==> config.mk <==
export PLATFORM = sky130hd
export DESIGN_NAME = zeroriscy_dmem_bridge_flat
export DESIGN_NICKNAME = d
export VERILOG_FILES = /design/src/rtl/zeroriscy_dmem_pkg.sv /design/src/rtl/zeroriscy_dmem_bridge_if.sv /design/src/rtl/zeroriscy_dmem_decode.sv /design/src/rtl/zeroriscy_dmem_bridge.sv /design/src/flat_wrapper.sv
export SDC_FILE = /design/constraint.sdc
export NUM_CORES = 1
export LEC_CHECK = 0
export ABC_AREA = 0
export CAP_MARGIN = 20
export CORE_AREA = 8 8 108 110
export DETAILED_ROUTE_END_ITERATION = 6
export DIE_AREA = 0 0 116 118
export PLACE_DENSITY = 0.68
export REMOVE_ABC_BUFFERS = 1
export SLEW_MARGIN = 30
export SYNTH_ARGS = -nofsm -noshare
export SYNTH_HDL_FRONTEND = slang
export SYNTH_SLANG_ARGS = --single-unit
==> constraint.sdc <==
create_clock -name clk -period 2.6 [get_ports clk]
set_clock_uncertainty 0.15 [all_clocks]
set_input_delay 0.52 -clock clk [delete_from_list [all_inputs] [get_ports clk]]
set_output_delay 0.52 -clock clk [all_outputs]
set_load 0.05 [all_outputs]
==> src/rtl/zeroriscy_dmem_pkg.sv <==
// Shared types and default address map for the zero-riscy data-side memory bridge.
// Also used by the address decoder, which is reusable on the instruction side.
package zeroriscy_dmem_pkg;

    localparam int unsigned DefaultSramAw   = 12;
    localparam logic [31:0] DefaultSramBase = 32'h0010_0000;
    localparam logic [31:0] DefaultPerBase  = 32'h1A00_0000;
    localparam logic [31:0] DefaultPerMask  = 32'hFF00_0000;

    // Bridge FSM encoding
    typedef logic [2:0] dmem_state_t;
    localparam dmem_state_t StIdle    = 3'd0;
    localparam dmem_state_t StSramRsp = 3'd1;
    localparam dmem_state_t StPerWait = 3'd2;
    localparam dmem_state_t StPerRsp  = 3'd3;
    localparam dmem_state_t StErrRsp  = 3'd4;

    typedef enum logic [1:0] {
        TgtSram,
        TgtPer,
        TgtNone
    } dmem_tgt_e;

endpackage

==> src/rtl/zeroriscy_dmem_bridge_if.sv <==
// req/gnt/rvalid data bus as used by the zero-riscy LSU and the peripheral side.
// The master issues requests; the slave grants and returns responses.
interface zeroriscy_dmem_bridge_if;

    logic        req;
    logic        gnt;
    logic        rvalid;
    logic        err;
    logic [31:0] addr;
    logic        we;
    logic [3:0]  be;
    logic [31:0] wdata;
    logic [31:0] rdata;

    modport master (
        output req, addr, we, be, wdata,
        input  gnt, rvalid, err, rdata
    );

    modport slave (
        input  req, addr, we, be, wdata,
        output gnt, rvalid, err, rdata
    );

endinterface

==> src/rtl/zeroriscy_dmem_decode.sv <==
// Combinational address-to-target decoder: SRAM window first, then the
// peripheral window, everything else is unmapped.
module zeroriscy_dmem_decode
    import zeroriscy_dmem_pkg::*;
#(
    parameter int unsigned SRAM_AW   = DefaultSramAw,
    parameter logic [31:0] SRAM_BASE = DefaultSramBase,
    parameter logic [31:0] PER_BASE  = DefaultPerBase,
    parameter logic [31:0] PER_MASK  = DefaultPerMask
) (
    input  logic [31:0] addr_i,
    output dmem_tgt_e   tgt_o
);

    always_comb begin
        if (addr_i[31:SRAM_AW+2] == SRAM_BASE[31:SRAM_AW+2]) begin
            tgt_o = TgtSram;
        end else if ((addr_i & PER_MASK) == PER_BASE) begin
            tgt_o = TgtPer;
        end else begin
            tgt_o = TgtNone;
        end
    end

endmodule

==> src/rtl/zeroriscy_dmem_bridge.sv <==
// Data-side bridge from the zero-riscy LSU to a local SRAM, a peripheral bus or an
// error responder. One transaction outstanding; a new one may be granted in a response cycle.
module zeroriscy_dmem_bridge
    import zeroriscy_dmem_pkg::*;
#(
    parameter int unsigned SRAM_AW   = DefaultSramAw,
    parameter logic [31:0] SRAM_BASE = DefaultSramBase,
    parameter logic [31:0] PER_BASE  = DefaultPerBase,
    parameter logic [31:0] PER_MASK  = DefaultPerMask
) (
    input  logic                   clk,
    input  logic                   rst,
    zeroriscy_dmem_bridge_if.slave  data,
    zeroriscy_dmem_bridge_if.master per,
    output logic                   sram_cs_o,
    output logic                   sram_we_o,
    output logic [3:0]             sram_be_o,
    output logic [SRAM_AW-1:0]     sram_addr_o,
    output logic [31:0]            sram_wdata_o,
    input  logic [31:0]            sram_rdata_i
);

    dmem_state_t state_q, state_d;
    logic        we_q, we_d;
    dmem_tgt_e   tgt;
    logic        accept;
    logic        gnt, rvalid, err, cs, per_req;
    logic [31:0] rdata;

    zeroriscy_dmem_decode #(
        .SRAM_AW   (SRAM_AW),
        .SRAM_BASE (SRAM_BASE),
        .PER_BASE  (PER_BASE),
        .PER_MASK  (PER_MASK)
    ) u_decode (
        .addr_i (data.addr),
        .tgt_o  (tgt)
    );

    assign accept = (state_q == StIdle) || (state_q == StSramRsp) || (state_q == StErrRsp);

    always_comb begin
        state_d = state_q;
        we_d    = we_q;
        gnt     = 1'b0;
        rvalid  = 1'b0;
        err     = 1'b0;
        rdata   = 32'h0;
        cs      = 1'b0;
        per_req = 1'b0;

        // Response side of the current state
        case (state_q)
            StSramRsp: begin
                rvalid = 1'b1;
                rdata  = we_q ? 32'h0 : sram_rdata_i;
            end
            StErrRsp: begin
                rvalid = 1'b1;
                err    = 1'b1;
            end
            StPerWait: begin
                per_req = 1'b1;
                gnt     = per.gnt;
                if (per.gnt) state_d = StPerRsp;
            end
            StPerRsp: begin
                if (per.rvalid) begin
                    rvalid  = 1'b1;
                    err     = per.err;
                    rdata   = per.rdata;
                    state_d = StIdle;
                end
            end
            default: ;
        endcase

        // Request side: overlaps with the SRAM/error response cycle
        if (accept) begin
            state_d = StIdle;
            if (data.req) begin
                we_d = data.we;
                case (tgt)
                    TgtSram: begin
                        gnt     = 1'b1;
                        cs      = 1'b1;
                        state_d = StSramRsp;
                    end
                    TgtPer: begin
                        per_req = 1'b1;
                        gnt     = per.gnt;
                        state_d = per.gnt ? StPerRsp : StPerWait;
                    end
                    default: begin
                        gnt     = 1'b1;
                        state_d = StErrRsp;
                    end
                endcase
            end
        end

        if (rst) begin
            gnt     = 1'b0;
            rvalid  = 1'b0;
            err     = 1'b0;
            rdata   = 32'h0;
            cs      = 1'b0;
            per_req = 1'b0;
        end
    end

    always_ff @(posedge clk or posedge rst) begin
        if (rst) begin
            state_q <= StIdle;
            we_q    <= 1'b0;
        end else begin
            state_q <= state_d;
            we_q    <= we_d;
        end
    end

    assign data.gnt    = gnt;
    assign data.rvalid = rvalid;
    assign data.err    = err;
    assign data.rdata  = rdata;

    assign sram_cs_o    = cs;
    assign sram_we_o    = cs & data.we;
    assign sram_be_o    = data.be;
    assign sram_addr_o  = data.addr[SRAM_AW+1:2];
    assign sram_wdata_o = data.wdata;

    assign per.req   = per_req;
    assign per.addr  = data.addr;
    assign per.we    = data.we;
    assign per.be    = data.be;
    assign per.wdata = data.wdata;

endmodule
==> src/flat_wrapper.sv <==
// flat-port wrapper written by rule: the top's interface ports become plain ports
module zeroriscy_dmem_bridge_flat import zeroriscy_dmem_pkg::*;
#(
    parameter int unsigned SRAM_AW   = DefaultSramAw,
    parameter logic [31:0] SRAM_BASE = DefaultSramBase,
    parameter logic [31:0] PER_BASE  = DefaultPerBase,
    parameter logic [31:0] PER_MASK  = DefaultPerMask
)
  (clk, rst, sram_cs_o, sram_we_o, sram_be_o, sram_addr_o, sram_wdata_o, sram_rdata_i, data_req, data_addr, data_we, data_be, data_wdata, data_gnt, data_rvalid, data_err, data_rdata, per_req, per_addr, per_we, per_be, per_wdata, per_gnt, per_rvalid, per_err, per_rdata);
  zeroriscy_dmem_bridge_if data_i ();
  zeroriscy_dmem_bridge_if per_i ();
  input  logic clk;
  input  logic rst;
  output logic sram_cs_o;
  output logic sram_we_o;
  output logic [3:0] sram_be_o;
  output logic [SRAM_AW-1:0] sram_addr_o;
  output logic [31:0] sram_wdata_o;
  input  logic [31:0] sram_rdata_i;
  input wire logic [$bits(data_i.req)-1:0] data_req;
  input wire logic [$bits(data_i.addr)-1:0] data_addr;
  input wire logic [$bits(data_i.we)-1:0] data_we;
  input wire logic [$bits(data_i.be)-1:0] data_be;
  input wire logic [$bits(data_i.wdata)-1:0] data_wdata;
  output wire logic [$bits(data_i.gnt)-1:0] data_gnt;
  output wire logic [$bits(data_i.rvalid)-1:0] data_rvalid;
  output wire logic [$bits(data_i.err)-1:0] data_err;
  output wire logic [$bits(data_i.rdata)-1:0] data_rdata;
  output wire logic [$bits(per_i.req)-1:0] per_req;
  output wire logic [$bits(per_i.addr)-1:0] per_addr;
  output wire logic [$bits(per_i.we)-1:0] per_we;
  output wire logic [$bits(per_i.be)-1:0] per_be;
  output wire logic [$bits(per_i.wdata)-1:0] per_wdata;
  input wire logic [$bits(per_i.gnt)-1:0] per_gnt;
  input wire logic [$bits(per_i.rvalid)-1:0] per_rvalid;
  input wire logic [$bits(per_i.err)-1:0] per_err;
  input wire logic [$bits(per_i.rdata)-1:0] per_rdata;
  assign data_i.req = data_req;
  assign data_i.addr = data_addr;
  assign data_i.we = data_we;
  assign data_i.be = data_be;
  assign data_i.wdata = data_wdata;
  assign data_gnt = data_i.gnt;
  assign data_rvalid = data_i.rvalid;
  assign data_err = data_i.err;
  assign data_rdata = data_i.rdata;
  assign per_req = per_i.req;
  assign per_addr = per_i.addr;
  assign per_we = per_i.we;
  assign per_be = per_i.be;
  assign per_wdata = per_i.wdata;
  assign per_i.gnt = per_gnt;
  assign per_i.rvalid = per_rvalid;
  assign per_i.err = per_err;
  assign per_i.rdata = per_rdata;
  zeroriscy_dmem_bridge #(.SRAM_AW(SRAM_AW), .SRAM_BASE(SRAM_BASE), .PER_BASE(PER_BASE), .PER_MASK(PER_MASK)) u_core (.clk(clk), .rst(rst), .data(data_i), .per(per_i), .sram_cs_o(sram_cs_o), .sram_we_o(sram_we_o), .sram_be_o(sram_be_o), .sram_addr_o(sram_addr_o), .sram_wdata_o(sram_wdata_o), .sram_rdata_i(sram_rdata_i));
endmodule
# After elaboration in Yosys (flattened, before gate mapping)
# Cells that the tools add are included.
[op_classes] n_addsub=0 multipliers=0 div_mod_pow=0 magnitude_cmp=0 n_eq_ne=9 shift=0 muxes=33 n_bitwise=1 n_reduce_logical=8
[op_table] cell="2-to-1 mux 32 bit" n=3
[op_table] cell="one-hot mux 32 bit (2 select lines)" n=1
[op_table] cell="2-to-1 mux 1 bit" n=19
[op_table] cell="equality test 18 x 7 -> 1 bit, second input constant" n=1
[op_table] cell="2-to-1 mux 3 bit" n=4
[op_table] cell="one-hot mux 3 bit (2 select lines)" n=2
[op_table] cell="equality test 8 x 5 -> 1 bit, second input constant" n=1
[op_table] cell="equality test 3 x 2 -> 1 bit, second input constant" n=2
[op_table] cell="!= test 3 x 2 -> 1 bit, second input constant" n=2
[op_table] cell="2-to-1 mux 2 bit" n=2
[op_table] cell="one-hot mux 1 bit (2 select lines)" n=2
[op_table] cell="equality test 3 x 1 -> 1 bit, second input constant" n=1
[op_table] cell="equality test 3 bit, second input constant" n=1
[op_table] cell="zero test 3 bit" n=1
[op_table] cell="AND reduction 3 bit" n=1
[op_table] cell="nonzero test 3 bit" n=1
[op_table] cell="equality test 2 x 1 -> 1 bit, second input constant" n=1
[op_table] cell="zero test 2 bit" n=1
[op_table] cell="logical OR 1 bit" n=2
[op_table] cell="AND reduction 2 bit" n=1
[op_table] cell="OR reduction 2 bit" n=1
[op_table] cell="AND 1 bit" n=1
[word_totals] regBits=4 latch_bits=0 mem_bits_rw=0 romBits=0 output_inout_bits=155 word_cells=53 mem_count=0

# Longest topological paths before layout
[logic_depth] word_depth=9 ltp_mapped=6 mapped_depth_nobuf=4

# By module
# Synthesis repeated with hierarchy kept, for this count alone.
[hier_totals] cells_unflattened=246 area_unflattened_um2=1980.6
[modules_own_cells] mod="zeroriscy_dmem_bridge" n_inst=1 cells_each=237 area_each_um2=1920.6
[modules_own_cells] mod="zeroriscy_dmem_decode" n_inst=1 cells_each=9 area_each_um2=60.1

# Worst setup path before layout
# No wires, ideal clock.
[synth_timing] path_kind="input to output" start="input port data_addr[26]" end="output port sram_cs_o" arrival_ns=2.314 required_ns=1.930 slack_ns=-0.384 cell_stages=4 n_path_buf=0 path_cell_list="or4_4 nor2_2 nand2_2 nor3_1"
[synth_between] elab_chain_cells=8 elab_cells_between_ends=9 cone_classes="eq/ne: 2; mux: 6; reduce/logical: 1"
[synth_lines] element="start: declaration" line_no="flat_wrapper.sv:21" text="input wire logic [$bits(data_i.addr)-1:0] data_addr;"
[synth_lines] element="equality test 8 x 5 -> 1 bit" line_no="zeroriscy_dmem_decode.sv:18" text="end else if ((addr_i & PER_MASK) == PER_BASE) begin"
[synth_lines] element="2-to-1 mux 2 bit" line_no="zeroriscy_dmem_decode.sv:18"
[synth_lines] element="2-to-1 mux 2 bit *" line_no="zeroriscy_dmem_decode.sv:16" text="if (addr_i[31:SRAM_AW+2] == SRAM_BASE[31:SRAM_AW+2]) begin"
[synth_lines] element="zero test 2 bit *" line_no="zeroriscy_dmem_bridge.sv:83" text="case (tgt)"
[synth_lines] element="2-to-1 mux 1 bit *" line_no="zeroriscy_dmem_bridge.sv:83"
[synth_lines] element="2-to-1 mux 1 bit *" line_no="zeroriscy_dmem_bridge.sv:81" text="if (data.req) begin"
[synth_lines] element="2-to-1 mux 1 bit *" line_no="zeroriscy_dmem_bridge.sv:79" text="if (accept) begin"
[synth_lines] element="2-to-1 mux 1 bit *" line_no="zeroriscy_dmem_bridge.sv:102" text="if (rst) begin"
[synth_lines] element="end: declaration" line_no="flat_wrapper.sv:14" text="output logic sram_cs_o;"
# Every way passes the cells marked *; elsewhere a longest branch is shown, timed or not.

# Worst setup path in the final report
[layout_timing] start="input port data_addr[14]" end="output port sram_we_o"
[layout_between] elab_chain_cells=8
[layout_lines] element="equality test 18 x 7 -> 1 bit" line_no="zeroriscy_dmem_decode.sv:16"
[layout_lines] element="2-to-1 mux 2 bit" line_no="zeroriscy_dmem_decode.sv:16"
[layout_lines] element="zero test 2 bit" line_no="zeroriscy_dmem_bridge.sv:83"
[layout_lines] element="2-to-1 mux 1 bit" line_no="zeroriscy_dmem_bridge.sv:83"
[layout_lines] element="2-to-1 mux 1 bit" line_no="zeroriscy_dmem_bridge.sv:81"
[layout_lines] element="2-to-1 mux 1 bit" line_no="zeroriscy_dmem_bridge.sv:79"
[layout_lines] element="2-to-1 mux 1 bit" line_no="zeroriscy_dmem_bridge.sv:102"
[layout_lines] element="AND 1 bit" line_no="zeroriscy_dmem_bridge.sv:128" text="assign sram_we_o = cs & data.we;"
[layout_lines] element="end: declaration" line_no="flat_wrapper.sv:15" text="output logic sram_we_o;"
# Every way passes these cells.

==> summary.md <==
| Metric | Value |
|---|---|
| Worst Path Required | 1.93 ns |
| Net Sw Frac | between 40% and 50% |
| Post-synth cell types | 32 |
| Top post-synthesis cells by area | buf_4 52%, a22oi_1 15%, nor2_1 8.5% |
| Max_cap viols | 0 |
| Synth top area share | 52.2% |
| FF/Latch Area | around 100 µm² |
| I/O Pins | 294 |
| Core area | roughly 10000 µm² |
| GPL Wtd Cong | around 0.93 |
| CP endpoint kind | output pin |
| Setup slack after layout | around 0.05 ns |
| Setup Viol. Count Final | 0 |
| Total GRT Usage | between 20% and 30% |
| CTS tree | yes |
| Number of buffers inserted by port buffering | 145 |
| Pre-antenna DRT Iters | 6 |
| Clk pwr share | a little under a fifth |
| Final wirelength | 14.9 mm |
| Root Driver | clkbuf_8 |
| Syn avg cell area | 7.13 µm² |
| Post-synth EDFFs | 0 |
| Initial antenna violation count | 1 |
| Fraction of layout cells with a size suffix above 1 | 43.4% |
| Core Util, Final | around 34% |
| Clk slew on worst S/H paths | approximately 0.030 ns |
| Post-synth top cells | 120 x buf_4, 39 x nor2_1, 34 x a22oi_1, 9 x buf_2, 4 x dfrtp_1 |
| Clk buf depth | 2 |
| Die Span X | between 100 and 150 µm |
| Max Slew Vio Count | 0 |
| Sequential share of the synthesized area | just under 6% |
| Combinational Power Share | 67.3% |
| Synthesized instance count | ~240 |
| Clock latency on the worst-skew pair | roughly 0.22 ns |
| Post-DP HPWL | between 10 and 15 mm |
| Cts hold-fix bufs | 0 |
| NetSw | around 290 µW |
| Die area | 13,700 µm² |
| CP Class | input pin to output pin |
| Overflow after GRT | 0 |
| DRC violations left | 0 |
| Unrepaired setup endpoints after global routing | no |
| Pleak | 1.37 nW |
| Power share of the sequential group | 14.3% |
| Die Y | approximately 120 µm |
| Drt wl/cell | around 33 µm |
| Synth Register Bits | 4 |
| Antenna viol nets, final | 0 |
| Maximum vdd drop | around 150 µV |
| Multi-input logic area | 744 µm² |
| Fmax | between 300 and 400 MHz |
| Synthesized area | roughly 1700 µm² |
| Dpl ws | -0.320 ns |
| Fin nets | 450 |
| Top FF cell, synth | dfrtp_1 |
| Number of global-route vias before repair | around 2.2k |
| Top-count cell post-synth | buf_4 |
| Total CTS buffers | 3 |
| Tcrit/Tclk final | 98.1% |
| Std-Cell Rows | 37 |
| Yosys warning total | 0 |
| Status | finished, final reports clean |
| Largest net degree at the start of global routing | 33 |
| Final critical-path required period | between 2 and 3 ns |
| Routed via count | about 2.1k |
| First-pass GRT wire length | 18.8 mm |
| Post-synth ARST share | between 90% and 100% |
| Pwr Density | between 200 and 250 nW/µm² |
| Area delta synth->final | 99.0% |
| Final hold vios | 0 |
| Int Pwr | about 440 µW |
| DR iter-0 viols | roughly 110 |
| Worst Max-Slew Pin Slew | 0.461 ns |
| Initial Utilization | around 17% |
| Slew HR | roughly 69% |
| Crit-path max FO | 3 |
| Via/cell ratio | 4.69 |
| Hold WC Path Type | flop to flop |
| CP Launch Type | input pin |
| Largest area contributor in the netlist | buf_4 |
| Worst Path Arrival | between 1.5 and 2 ns |
| Clk sinks | 4 |
| Number of fill cells | approximately 1.0k |
| CTS H-tree depth | 1 |
state kept, by name (all words and copies together), names as in the netlist:
register and flops:
u_core.state_q 3, u_core.we_q 1
worst paths after layout:
| check | from | end | slack, ns | depth (start not counted) |
|---|---|---|---|---|
| hold / removal | u_core.we_q | u_core.we_q | 0.43 | 1 |
| hold reg to reg | u_core.we_q | u_core.we_q | 0.43 | 1 |
| max in group asynchronous | rst | u_core.state_q[2] | 1.73 | 3 |
| setup / recovery | data_addr[14] | sram_we_o | 0.05 | 6 |
| min in group asynchronous | rst | u_core.state_q[0] | 0.46 | 3 |
| setup reg to reg | u_core.state_q[1] | u_core.state_q[1] | 0.29 | 12 |
what timing repair did:
action / CTS / global route
gates resized for setup: 27 / 20
gates cloned: 1 / 0
endpoints found under the hold margin: 0 / 0
pin swaps: 12 / 10
buffers inserted: 21 / 2
setup endpoints to repair: 37 / 8
per-layer routing:
| layer | wire (µm) | vias up | track usage [%] |
|---|---|---|---|
| met3 | 3460 | 17 | 21.0 |
| met2 | 6780 | 305 | 32.8 |
| met1 | 4000 | 928 | 15.1 |
| met4 | 561 | 4 | 8.52 |
| li1 | - | 836 | - |
| met5 | 69 | - | 6.27 |
logic make-up after synthesis:
kind of cell | after synthesis | share of synthesized area [%]
buffers and inverters | 133 | 55.7
AND/OR/NAND/NOR | 58 | 18.0
AO/OA/AOI/OAI | 45 | 19.4
flip-flops | 4 | 5.80
XOR/XNOR | 1 | 0.508
multiplexers | 1 | 0.653
power by group through the flow:
| stage | combinational (mW) | sequential (mW) | clock (mW) |
|---|---|---|---|
| 2_1_floorplan | 0.129 | 0.0978 | 0 |
| 3_3_place_gp | 0.478 | 0.102 | 0 |
| 3_5_place_dp | 0.482 | 0.104 | 0 |
| 4_1_cts | 0.488 | 0.103 | 0.134 |
| 5_1_grt | 0.516 | 0.106 | 0.140 |
| 6_report | 0.489 | 0.104 | 0.134 |
metrics by stage:
step / area, µm² / total power [mW] / hold WS [ns] / TNS (ns) / cells
2_1_floorplan: 779 / 0.227 / 0.153 / -10.90 / 113
3_3_place_gp: 3100 / 0.580 / 0.408 / -4.14 / 418
3_5_place_dp: 3100 / 0.586 / 0.428 / -5.35 / 418
4_1_cts: 3380 / 0.725 / 0.437 / -0.124 / 443
5_1_grt: 3430 / 0.762 / 0.455 / 0 / 446
6_report: 3430 / 0.726 / 0.433 / 0 / 446
worst max-delay path, stage by stage:
cell             delay (ns)
clkdlybuf4s50_1        0.43
nor2_1                 0.15
and4_4                 0.26
nand2_4                0.07
nor4b_4                0.27
buf_12                 0.18
layout by cell type, fill, tap and decap left out, types with 2 or more instances in the layout:
cell type	Yosys	routed
a21oi_1	3	3
a22oi_1	34	34
buf_12	0	53
buf_4	120	46
buf_6	0	5
clkbuf_2	0	3
clkbuf_8	0	3
clkdlybuf4s50_1	0	72
dfrtp_1	4	4
dlygate4sd2_1	0	7
dlymetal6s2s_1	0	5
inv_1	3	3
nand2_2	2	3
nand3_1	3	2
nor2_1	39	35
nor2_2	1	4
nor3_2	0	2
nor4b_4	0	2
cell type report:
cell class	count	area share, %
repair buffers	193	68.7
inverters	4	0.437
flip-flops and latches	4	2.92
well taps	136	4.96
multi-input cells	105	21.7
diodes	1	0.0729
clock buffers	3	1.20
Note: power is estimated with default switching activity, not from simulation.
